### src/rtl/btn_pkg.sv
// Shared constants for push-button conditioning: FSM state encodings and
// default debounce/hold thresholds, reused by the other pad-input conditioners.
package btn_pkg;

    typedef logic [1:0] btn_state_t;

    localparam btn_state_t IDLE        = 2'd0;
    localparam btn_state_t DEB_PRESS   = 2'd1;
    localparam btn_state_t PRESSED     = 2'd2;
    localparam btn_state_t DEB_RELEASE = 2'd3;

    localparam int          BTN_WIDTH  = 22;
    // 25 ms of stable samples at 100 MHz
    localparam logic [21:0] BTN_K_DEB  = 22'd2_500_000;
    localparam logic [21:0] BTN_K_HOLD = 22'd4_000_000;

endpackage

### src/rtl/sync_2ff.sv
// Generic two-flop synchronizer for bringing an asynchronous level into clk_i.
module sync_2ff (
    input  logic clk_i,
    input  logic rst_i,
    input  logic d_i,
    output logic q_o
);

    logic r_sync_p0;
    logic r_sync_p1;

    always_ff @(posedge clk_i or negedge rst_i) begin
        if (!rst_i) begin
            r_sync_p0 <= 1'b0;
            r_sync_p1 <= 1'b0;
        end else begin
            r_sync_p0 <= d_i;
            r_sync_p1 <= r_sync_p0;
        end
    end

    assign q_o = r_sync_p1;

endmodule

### src/rtl/button_conditioner.sv
// Synchronizes and debounces the sweep-start button, emitting one pulse per accepted press.
// Define BTN_HOLD_EN to build the long-press detector driving hold_o.
module button_conditioner
    import btn_pkg::*;
#(
    parameter int               Width  = BTN_WIDTH,
    parameter logic [Width-1:0] K_DEB  = Width'(BTN_K_DEB),
    parameter logic [Width-1:0] K_HOLD = Width'(BTN_K_HOLD)
) (
    input  logic clk_i,
    input  logic rst_i,
    input  logic button_i,
    output logic pulse_o,
    output logic level_o,
    output logic hold_o
);

    localparam logic [Width-1:0] CNT_ONE = Width'(1);

    logic             w_btn_s;
    btn_state_t       r_state;
    btn_state_t       w_state_nxt;
    logic [Width-1:0] r_cnt;
    logic [Width-1:0] w_cnt_nxt;
    logic [Width-1:0] w_cnt_inc;
    logic             r_pulse;
    logic             w_pulse_nxt;
    logic             r_level;
    logic             w_level_nxt;

    sync_2ff u_sync (
        .clk_i (clk_i),
        .rst_i (rst_i),
        .d_i   (button_i),
        .q_o   (w_btn_s)
    );

    // The counter is always below K_DEB inside a DEB_* state, so the increment never wraps.
    assign w_cnt_inc = r_cnt + CNT_ONE;

    always_comb begin
        w_state_nxt = r_state;
        w_cnt_nxt   = r_cnt;
        w_pulse_nxt = 1'b0;
        case (r_state)
            IDLE: begin
                if (w_btn_s) begin
                    if (K_DEB == CNT_ONE) begin
                        w_state_nxt = PRESSED;
                        w_cnt_nxt   = '0;
                        w_pulse_nxt = 1'b1;
                    end else begin
                        w_state_nxt = DEB_PRESS;
                        w_cnt_nxt   = CNT_ONE;
                    end
                end
            end
            DEB_PRESS: begin
                if (!w_btn_s) begin
                    w_state_nxt = IDLE;
                    w_cnt_nxt   = '0;
                end else if (w_cnt_inc == K_DEB) begin
                    w_state_nxt = PRESSED;
                    w_cnt_nxt   = '0;
                    w_pulse_nxt = 1'b1;
                end else begin
                    w_cnt_nxt   = w_cnt_inc;
                end
            end
            PRESSED: begin
                if (!w_btn_s) begin
                    if (K_DEB == CNT_ONE) begin
                        w_state_nxt = IDLE;
                        w_cnt_nxt   = '0;
                    end else begin
                        w_state_nxt = DEB_RELEASE;
                        w_cnt_nxt   = CNT_ONE;
                    end
                end
            end
            DEB_RELEASE: begin
                if (w_btn_s) begin
                    w_state_nxt = PRESSED;
                    w_cnt_nxt   = '0;
                end else if (w_cnt_inc == K_DEB) begin
                    w_state_nxt = IDLE;
                    w_cnt_nxt   = '0;
                end else begin
                    w_cnt_nxt   = w_cnt_inc;
                end
            end
            default: begin
                w_state_nxt = IDLE;
                w_cnt_nxt   = '0;
            end
        endcase
        w_level_nxt = (w_state_nxt == PRESSED) || (w_state_nxt == DEB_RELEASE);
    end

    always_ff @(posedge clk_i or negedge rst_i) begin
        if (!rst_i) begin
            r_state <= IDLE;
            r_cnt   <= '0;
            r_pulse <= 1'b0;
            r_level <= 1'b0;
        end else begin
            r_state <= w_state_nxt;
            r_cnt   <= w_cnt_nxt;
            r_pulse <= w_pulse_nxt;
            r_level <= w_level_nxt;
        end
    end

    assign pulse_o = r_pulse;
    assign level_o = r_level;

`ifdef BTN_HOLD_EN
    logic [Width-1:0] r_hold_cnt;
    logic [Width-1:0] w_hold_inc;
    logic             r_hold;

    assign w_hold_inc = r_hold_cnt + CNT_ONE;

    // Counts only while settled in PRESSED; a release bounce pauses it without clearing.
    always_ff @(posedge clk_i or negedge rst_i) begin
        if (!rst_i) begin
            r_hold_cnt <= '0;
            r_hold     <= 1'b0;
        end else begin
            r_hold <= 1'b0;
            if ((r_state == IDLE) || (r_state == DEB_PRESS)) begin
                r_hold_cnt <= '0;
            end else if ((r_state == PRESSED) && (r_hold_cnt != K_HOLD)) begin
                r_hold_cnt <= w_hold_inc;
                r_hold     <= (w_hold_inc == K_HOLD);
            end
        end
    end

    assign hold_o = r_hold;
`else
    logic w_unused_k_hold;

    assign w_unused_k_hold = ^K_HOLD;
    assign hold_o          = 1'b0;
`endif

endmodule

### config.mk
export PLATFORM = sky130hd
export DESIGN_NAME = button_conditioner
export DESIGN_NICKNAME = d
export VERILOG_FILES = /design/src/rtl/btn_pkg.sv /design/src/rtl/sync_2ff.sv /design/src/rtl/button_conditioner.sv
export SDC_FILE = /design/constraint.sdc
export NUM_CORES = 1
export LEC_CHECK = 0
export ABC_AREA = 1
export BUFFER_PORTS_ARGS = -buffer_cell sky130_fd_sc_hd__buf_2
export CAP_MARGIN = 20
export CORE_MARGIN = 2
export CORE_UTILIZATION = 30
export CTS_CLUSTER_SIZE = 30
export DETAILED_ROUTE_END_ITERATION = 10
export PLACE_DENSITY = 0.49
export SETUP_SLACK_MARGIN = 0.05
export SYNTH_ARGS = -nofsm -noshare
export SYNTH_HDL_FRONTEND = slang
export SYNTH_SLANG_ARGS = --single-unit
### constraint.sdc
create_clock -name clk_i -period 1.9 [get_ports clk_i]
set_input_delay 0.095 -clock clk_i [delete_from_list [all_inputs] [get_ports clk_i]]
set_output_delay 0.095 -clock clk_i [all_outputs]
set_load 0.03 [all_outputs]
# Word level (Yosys, flattened, before mapping)
# Cells that the tools add are included.
# op_classes
addsub	1
mul	0
n_div	0
n_lt_le_gt_ge	0
n_eq_ne	8
shifts	0
mux	16
bitwise_logic	0
reduce_logical	3
# ops
operator	count
22-bit 2-to-1 mux	5
22-bit one-hot mux with 4 select lines	1
22-bit by 1-bit adder with 22-bit output, second input constant	1
22-bit == test, second input constant	1
2-bit 2-to-1 mux	6
2-bit == test, second input constant	4
2-bit one-hot mux with 4 select lines	1
1-bit 2-to-1 mux	3
2-bit by 1-bit == test with 1-bit output, second input constant	1
2-bit logical NOT	1
2-bit by 1-bit inequality test with 1-bit output, second input constant	1
2-bit inequality test, second input constant	1
2-bit AND reduction	1
1-bit logical OR	1
# word_totals
regBits	28
latch_bits	0
ram_bits	0
romBits	0
input_bits	3
output_inout_bits	3
wordCells	34
n_memories	0

# Logic depth before layout (Yosys ltp)
# Gate-level depths: netlist of the first run.
# logic_depth
depth_word	7
mapped_depth	13
depth_no_buf	13

# Modules after synthesis
# A second synthesis of the first run with hierarchy kept.
# unflattened
hier_cells	308
area_unflattened_um2	1989.4
# by_module_without_submodules
module	instances	cells_each	area_per_inst_um2
button_conditioner	1	306	1939.4
sync_2ff	1	2	50.0

# Worst setup path after synthesis of the first run
# OpenSTA, ideal clock, no wires.
# synth_timing
path_type	reg-to-reg
startpoint	register r_cnt[1]
endpoint	register r_level (netlist: level_o)
setup_ps	118
arrival_time_ps	1673
setup_slack_ps	109
path_stages_with_launch	13
path_buffers	0
period_less_slack_ps	1791
path_cell_list	dfrtp_1 -> ha_1 -> nand2_1 -> nor2_4 -> nand2_2 -> nor2_1 -> nor2_1 -> nor2_2 -> nand2_1 -> nor2_4 -> nand4_2 -> nand2_1 -> nand2_1
# synth_between
elab_chain_cells	7
elab_cells_between_ends	10
classes_between	add/sub (1); eq/ne (3); mux (5); reduce/logical (1)
# synth_lines
item	line	source
start, declared	button_conditioner.sv:23	logic [Width-1:0] r_cnt;
start signal, assigned	button_conditioner.sv:108	r_cnt <= w_cnt_nxt;
22-bit by 1-bit adder with 22-bit output (*)	button_conditioner.sv:39	assign w_cnt_inc = r_cnt + CNT_ONE;
22-bit == test (*)	button_conditioner.sv:62, button_conditioner.sv:85	
2-bit 2-to-1 mux (on tied branches)	button_conditioner.sv:85, button_conditioner.sv:62	
2-bit 2-to-1 mux (on tied branches)	button_conditioner.sv:82, button_conditioner.sv:59	
2-bit one-hot mux with 4 select lines (*)	button_conditioner.sv:45	case (r_state)
2-bit == test	button_conditioner.sv:97	w_level_nxt = (w_state_nxt == PRESSED) || (w_state_nxt == DEB_RELEASE);
1-bit logical OR (*)	button_conditioner.sv:97	
via w_level_nxt	button_conditioner.sv:29	logic w_level_nxt;
end signal, assigned	button_conditioner.sv:110	r_level <= w_level_nxt;
end, declared	button_conditioner.sv:28	logic r_level;
# Mark *: on every way through the listed nets, which the timed path passes. The rest lies on a longest branch.
# A chain may end at the register's enable or synchronous reset.

# Worst setup path after layout of the first run
# layout_timing
startpoint	register r_cnt[1]
endpoint	register r_cnt[21]
# layout_between
elab_chain_cells	5
elab_cells_between_ends	6
classes_between	add/sub (1); eq/ne (1); mux (4)
# layout_lines
item	line
22-bit by 1-bit adder with 22-bit output (*)	button_conditioner.sv:39
22-bit == test	button_conditioner.sv:62, button_conditioner.sv:85
22-bit 2-to-1 mux (*)	button_conditioner.sv:62, button_conditioner.sv:85
22-bit 2-to-1 mux (on tied branches)	button_conditioner.sv:82, button_conditioner.sv:59
22-bit one-hot mux with 4 select lines (*)	button_conditioner.sv:45
# Every way passes the cells marked *; elsewhere a longest branch is shown, timed or not.

==> metrics.cfg, run 1 <==
[power]
p_leak_uw = 0.00123
ir_drop_v = 0.000325
net-switching-power_uw = 287
power_density_nw_per_um2 = 454
power.share.clock_pct = 40.6
internal-power_uw = 930
p_comb_share_pct = 8.6
p_seq_share_pct = 50.8
swShare_pct = 23.6

[clock_tree]
cts_sinks = 28
cts_buffers = 3
path_clk_slew_ps = 100
clk_path_buf_depth = 2
clk_latency_ps = 280
cts.htree.levels = 1
root_buffer = clkbuf_8
cts_tree = built

[placed_design]
port_buffers = 4
pre_cts_slack_ps = -85.0
dp_hpwl_um = 4480
gp_congestion = 0.897

[logic_synthesis]
avgSynthCellArea_um2 = 6.42
synth_area_um2 = 1980
synth_simple_gate_area_share_pct = 50.0
synthMuxAreaShare_pct = 0
synth_top_family_by_area = simple AND/OR/NAND/NOR gates
ys_ff_latch = 28
yosysWarnings = 0
synthXorXnorAreaFrac_pct = 0.443
synth-compound-area-share_pct = 4.74
synth_fa_ha_area_share_pct = 0.633
syn_nets = 312
synthTopCellsByArea = dfrtp_1 (35%), nand2_1 (23%), nand3_1 (7.3%), nor2_1 (6.8%), inv_1 (6.5%)
synth_top_cell_by_area = dfrtp_1
synth_cell_type_count = 25
synth_top_area_share_pct = 35.4
syn_inst = 308
synth-seq-area-share_pct = 35.4

[detailed_routing]
wire_per_inst_um = 14.3
post-route-drc-count = 0
dr.pass1.iters = 4
via_per_inst = 4.79
drtAntennaViolNets = 0
drt_iter0_drc = 153
totalWireLength_um = 6180
vias = 2071

[timing]
setup_slack_ps = -144
fmax_ghz = 0.489
fin_skew_ps = 8.78
fin_crit_sh_pct = 108
hold_viol_final = 0
rsz0062_at_grt = true
setup_viol = 14
drv_slew = 0
worstMarginPinSlew_ps = 706
hold_ws_ps = 359
fin_crit_ps = 2040
relSlewSlack_pct = 53.0

[worst_hold_path]
worstHoldPathType = reg -> reg

[critical_path]
endpoint_kind = flip-flop
crit_arrival_ps = 2220
path_max_fanout = 7
cp.required_ps = 2080
crit_path_start_kind = flip-flop
critical_path_class = reg -> reg

[global_routing]
grt_max_degree = 29
grt.overflow.total = 0
grtUsageTotal_pct = 17.0
grt_pass1_vias = 1974
antenna_found_initial = 0
grt_pass1_wl_um = 9630

[run_status]
status = complete, but fails checks
violations = negative setup slack

[die]
die_x_um = 85.2
rows = 29
dieArea_um2 = 7260
die_h_um = 85.2
core_area_um2 = 6350
io_pins = 6
start_util_pct = 31.2

[run]
drv_cap = 0

[final_layout]
antenna_cells = 0
syn_to_final_growth_pct = 35.4
fin_nets = 360
drive_gt1_share_pct = 32.7

cells in the mapped netlist:
| master | number |
|---|---|
| nand2_1 | 119 |
| nor2_1 | 36 |
| inv_1 | 34 |
| nand3_1 | 29 |
| dfrtp_1 | 28 |
| nand4_1 | 11 |
| o22ai_1 | 9 |
| nor2_4 | 7 |
| nand2_2 | 5 |
| nor2_2 | 5 |
| o21ai_0 | 5 |
| clkbuf_1 | 3 |
| clkinv_1 | 3 |
| inv_2 | 3 |
| buf_4 | 1 |
| conb_1 | 1 |
| ha_1 | 1 |
| nand3_2 | 1 |
| nand3_4 | 1 |
| nand3b_1 | 1 |
| nand4_2 | 1 |
| nor3_1 | 1 |
| o21ai_1 | 1 |
| o21bai_1 | 1 |
| xor2_1 | 1 |
layout by cell type, fill, tap and decap left out, drive strengths merged, types with 2 or more instances in the layout:
master / n
clkinv: 2
o22ai: 9
nand3: 32
nor2: 48
clkbuf: 3
o21ai: 6
dlygate4sd3: 2
nand2: 124
dfrtp: 28
nand4: 12
buf: 44
inv: 38
power by group through the flow:
stage	registers, µW	logic (µW)	clock network [µW]
2_1_floorplan	624	40.3	0
3_3_place_gp	626	90.9	0
3_5_place_dp	626	87.6	0
4_1_cts	615	92.4	514
5_1_grt	620	117	525
6_report	619	105	494
final cells by class:
class                      count  area (µm²)
clock buffer                   3        41.3
clock inverter                 1        30.0
fill                         662        3670
inverter                      40         150
multi-input combinational    237        1310
sequential                    28         704
tap                           77        96.3
timing repair buffer          46         348
stage by stage:
stage	area [µm²]	instances	util [%]	TNS, ps	power [µW]
2_1_floorplan	1980	308	-	0	664
3_3_place_gp	2350	421	36.9	-678	717
3_5_place_dp	2350	421	36.9	-737	714
4_1_cts	2480	429	39.1	-744	1220
5_1_grt	2680	432	42.2	-3140	1260
6_report	2680	432	42.2	-1460	1220
flip-flops by register name (all words and copies together) (netlist names):
name / count
r_cnt: 22
r_state: 2
level_o: 1
pulse_o: 1
u_sync.q_o: 1
u_sync.r_sync_p0: 1
routing by layer:
metal / GRT usage (%) / share of wire (%) / up-vias
li1: - / - / 1073
met1: 24.7 / 49 / 934
met2: 25.7 / 45 / 49
met3: 2.14 / 3.0 / 15
met4: 6.35 / 2.8 / 0
met5: 0 / 0 / -
critical path, cell delays in order (launching register included):
cell and delay [ps]:
dfrtp_1 430, ha_4 180, nand2_4 50, nor2_4 270, nand3_2 150, nand2_2 100, nand2_2 60, nor2_2 120
nand2_2 80, nor2_4 170, nand3_4 150, nand3_1 110, nand2_1 60
path summary, 6_finish.rpt:
path,start,endpoint,slack [ps],cells after the start
setup reg to reg,r_cnt[1]$_DFFE_PN0P_,r_cnt[21]$_DFFE_PN0P_,-140,12
hold reg to reg,u_sync.r_sync_p0$_DFF_PN0_,u_sync.q_o$_DFF_PN0_,360,0
setup / recovery,r_cnt[1]$_DFFE_PN0P_,r_cnt[21]$_DFFE_PN0P_,-140,12
max in group asynchronous,rst_i,r_cnt[2]$_DFFE_PN0P_,1010,2
hold / removal,u_sync.r_sync_p0$_DFF_PN0_,u_sync.q_o$_DFF_PN0_,360,0
min in group asynchronous,rst_i,r_cnt[16]$_DFFE_PN0P_,390,2
cells by family after synthesis:
logic type	count (synthesis)
flops	28
simple gates	217
compound gates	16
buf+inv	44
other cells	1
fa+ha+maj	1
xor+xnor	1
timing repair:
item,CTS,global route
buffers inserted,1,3
pin swaps,0,11
setup endpoints to repair,14,15
gates cloned,1,0
gates resized for setup,9,47
hold buffers,2,0
endpoints found under the hold margin,29,0
(Power assumes the default switching activity.)
==> run 2, diff against run 1 <==
--- a/config.mk
+++ b/config.mk
@@ -8,11 +8,13 @@
 export ABC_AREA = 1
 export BUFFER_PORTS_ARGS = -buffer_cell sky130_fd_sc_hd__buf_2
 export CAP_MARGIN = 20
+export CELL_PAD_IN_SITES_DETAIL_PLACEMENT = 1
+export CELL_PAD_IN_SITES_GLOBAL_PLACEMENT = 1
 export CORE_MARGIN = 2
 export CORE_UTILIZATION = 30
-export CTS_CLUSTER_SIZE = 30
+export CTS_CLUSTER_SIZE = 28
 export DETAILED_ROUTE_END_ITERATION = 10
-export PLACE_DENSITY = 0.49
+export PLACE_DENSITY = 0.63
 export SETUP_SLACK_MARGIN = 0.05
 export SYNTH_ARGS = -nofsm -noshare
 export SYNTH_HDL_FRONTEND = slang
==> run 2 against run 1 <==
Net effect: the flow still finishes with violations (negative setup slack); first-iteration DRC count decreased by 34%; critical endpoint is now r_cnt[13]$_DFFE_PN0P_; sequential power barely moved; clock-buffer cell count unchanged; via count grew 7.2%; critical path type unchanged.
==> metrics.cfg, run 2 (synthesis gave the netlist of run 1 again) <==
[run_status]
status = complete, but fails checks  ; unchanged
violations = negative setup slack  ; unchanged

[timing]
rsz0062_at_grt = true  ; unchanged
setup_viol = 14  ; unchanged
relSlewSlack_pct = 55.4  ; was 53.0%
hold_viol_final = 0  ; unchanged
worstMarginPinSlew_ps = 669  ; was 706 ps
fin_skew_ps = 5.20  ; was 8.78 ps
setup_tns_ps = -2810  ; was -1460 ps
fin_crit_sh_pct = 113  ; was 108%
fmax_ghz = 0.465  ; was 0.489 GHz
fin_crit_ps = 2150  ; was 2040 ps
drv_slew = 0  ; unchanged
setup_slack_ps = -249  ; was -144 ps

[critical_path]
path_max_fanout = 4  ; was 7
crit_arrival_ps = 2330  ; was 2220 ps
cpMostUsedCell = nand3_1  ; was nand2_2
slowest_stage = dfrtp_1  ; unchanged
cp.required_ps = 2080  ; about the same
crit_path_start_kind = flip-flop  ; unchanged
max_stage_delay_ps = 450  ; was 430 ps
critical_path_class = reg -> reg  ; unchanged
critical_path.cell_chain = ha_4 -> nand3_1 -> xor2_1 -> nand3_1 -> nor2_1 -> nand2_1 -> nor2_4 -> nand3_2 -> nand3_1 -> nand2_1  ; was ha_4 -> nand2_4 -> nor2_4 -> nand3_2 -> nand2_2 -> nand2_2 -> nor2_2 -> nand2_2 -> nor2_4 -> nand3_4 -> nand3_1 -> nand2_1
endpoint_kind = flip-flop  ; unchanged

[final_layout]
regMostFlops = r_cnt  ; unchanged
final_common_cell = nand2_1  ; unchanged
antenna_cells = 0  ; unchanged
largest_reg_flops = 22  ; unchanged
fin_nets = 372  ; was 360
drive_gt1_share_pct = 32.4  ; was 32.7%
reg_top3 = r_cnt (22), r_state (2)  ; unchanged
mostFrequentLayoutCells = nand2_1 (102), buf_4 (44), inv_1 (34)  ; was nand2_1 (100), buf_4 (38), inv_1 (33)
final_cell_count_no_fill = 444  ; was 432
syn_to_final_growth_pct = 42.1  ; was 35.4%
final_util_pct = 44.3  ; was 42.2%

[die]
io_pins = 6  ; unchanged
rows = 29  ; unchanged
core_area_um2 = 6350  ; unchanged
die_x_um = 85.2  ; unchanged
die_h_um = 85.2  ; unchanged
dieArea_um2 = 7260  ; unchanged
start_util_pct = 31.2  ; unchanged

[detailed_routing]
post-route-drc-count = 0  ; unchanged
via_per_inst = 5.00  ; was 4.79
dr.pass1.iters = 4  ; unchanged
vias = 2220  ; was 2071
totalWireLength_um = 7420  ; was 6180 µm
drtAntennaViolNets = 0  ; unchanged
wire_per_inst_um = 16.7  ; was 14.3 µm
drt_iter0_drc = 101  ; was 153

[global_routing]
grt.overflow.total = 0  ; unchanged
grt_pass1_wl_um = 11600  ; was 9630 µm
grt_pass1_vias = 2309  ; was 1974
grt_max_degree = 29  ; unchanged
grtUsageTotal_pct = 20.5  ; was 17.0%
antenna_found_initial = 0  ; unchanged

[power]
power_density_nw_per_um2 = 438  ; was 454 nW/µm²
total_power_uw = 1230  ; was 1220 µW
p_leak_uw = 0.00128  ; was 0.00123 µW
ir_drop_v = 0.000249  ; was 0.000325 V

[clock_tree]
clk_latency_ps = 290  ; was 280 ps
clk_path_buf_depth = 2  ; unchanged
cts_sinks = 28  ; unchanged
root_buffer = clkbuf_8  ; unchanged
cts.htree.levels = 1  ; unchanged
cts_buffers = 3  ; unchanged
path_clk_slew_ps = 110  ; was 100 ps
cts_tree = built  ; unchanged

[placed_design]
gp_congestion = 0.855  ; was 0.897
dpl.cell_count = 423  ; was 421
dp_hpwl_um = 5290  ; was 4480 µm
port_buffers = 4  ; unchanged

[run]
drv_cap = 0  ; unchanged

[worst_hold_path]
worstHoldPathType = in -> async  ; was reg -> reg

==> run 2: worst paths after layout <==
check,slack (ps),cells past startpoint,to,from
worst max-delay path,-250,10,r_cnt[13]$_DFFE_PN0P_,r_cnt[1]$_DFFE_PN0P_
worst min-delay path,370,2,r_cnt[3]$_DFFE_PN0P_,rst_i
worst max register to register,-250,10,r_cnt[13]$_DFFE_PN0P_,r_cnt[1]$_DFFE_PN0P_
worst min register to register,370,0,u_sync.q_o$_DFF_PN0_,u_sync.r_sync_p0$_DFF_PN0_
max in group asynchronous,1060,2,r_cnt[2]$_DFFE_PN0P_,rst_i
min in group clk_i,370,0,u_sync.q_o$_DFF_PN0_,u_sync.r_sync_p0$_DFF_PN0_
==> run 2: layout make-up <==
class	instances	area, µm²
inverter	40	150
clock buffer	3	41.3
multi-input combinational	237	1320
timing repair buffer	58	469
fill	812	3540
sequential	28	702
tap	77	96.3
clock inverter	1	30.0
==> run 2: through the flow <==
| step | worst slack [ps] | instance area [µm²] | hold slack (ps) |
|---|---|---|---|
| final | -249 | 2810 | 367 |
| after global routing | -400 | 2810 | 374 |
| after CTS | -153 | 2550 | 372 |
| after detailed placement | -159 | 2360 | 168 |
| after global placement | -151 | 2360 | 171 |
| after floorplan | 109 | 1980 | -201 |
==> run 2: per-layer routing <==
layer	share of wire, %	routed length, µm	vias up	track usage, %
met2	49	3620	32	35.6
met5	0	0	-	0
met4	1.8	131	0	4.62
li1	-	-	1090	-
met1	47	3500	1086	27.4
met3	2.3	171	12	2.14
==> run 2: where the power goes <==
group | internal (µW) | switching, µW | total, µW
Sequential | 606 | 15.1 | 621
Clock | 283 | 218 | 500
Combinational | 45.8 | 63.7 | 110
==> run 2: worst max-delay path: cells and delay by family, from the launching register on <==
kind / cells / cell delay (ps)
fa+ha+maj: 1 / 200
flops: 1 / 450
simple gates: 8 / 1150
xor+xnor: 1 / 230
==> run 2: timing repair <==
action,CTS,global route
cloned,0,1
gates resized for setup,18,41
setup buffers,5,9
setup endpoints to repair,14,14
pin swaps,10,16
hold buffers,2,0
hold endpoints to repair,29,0
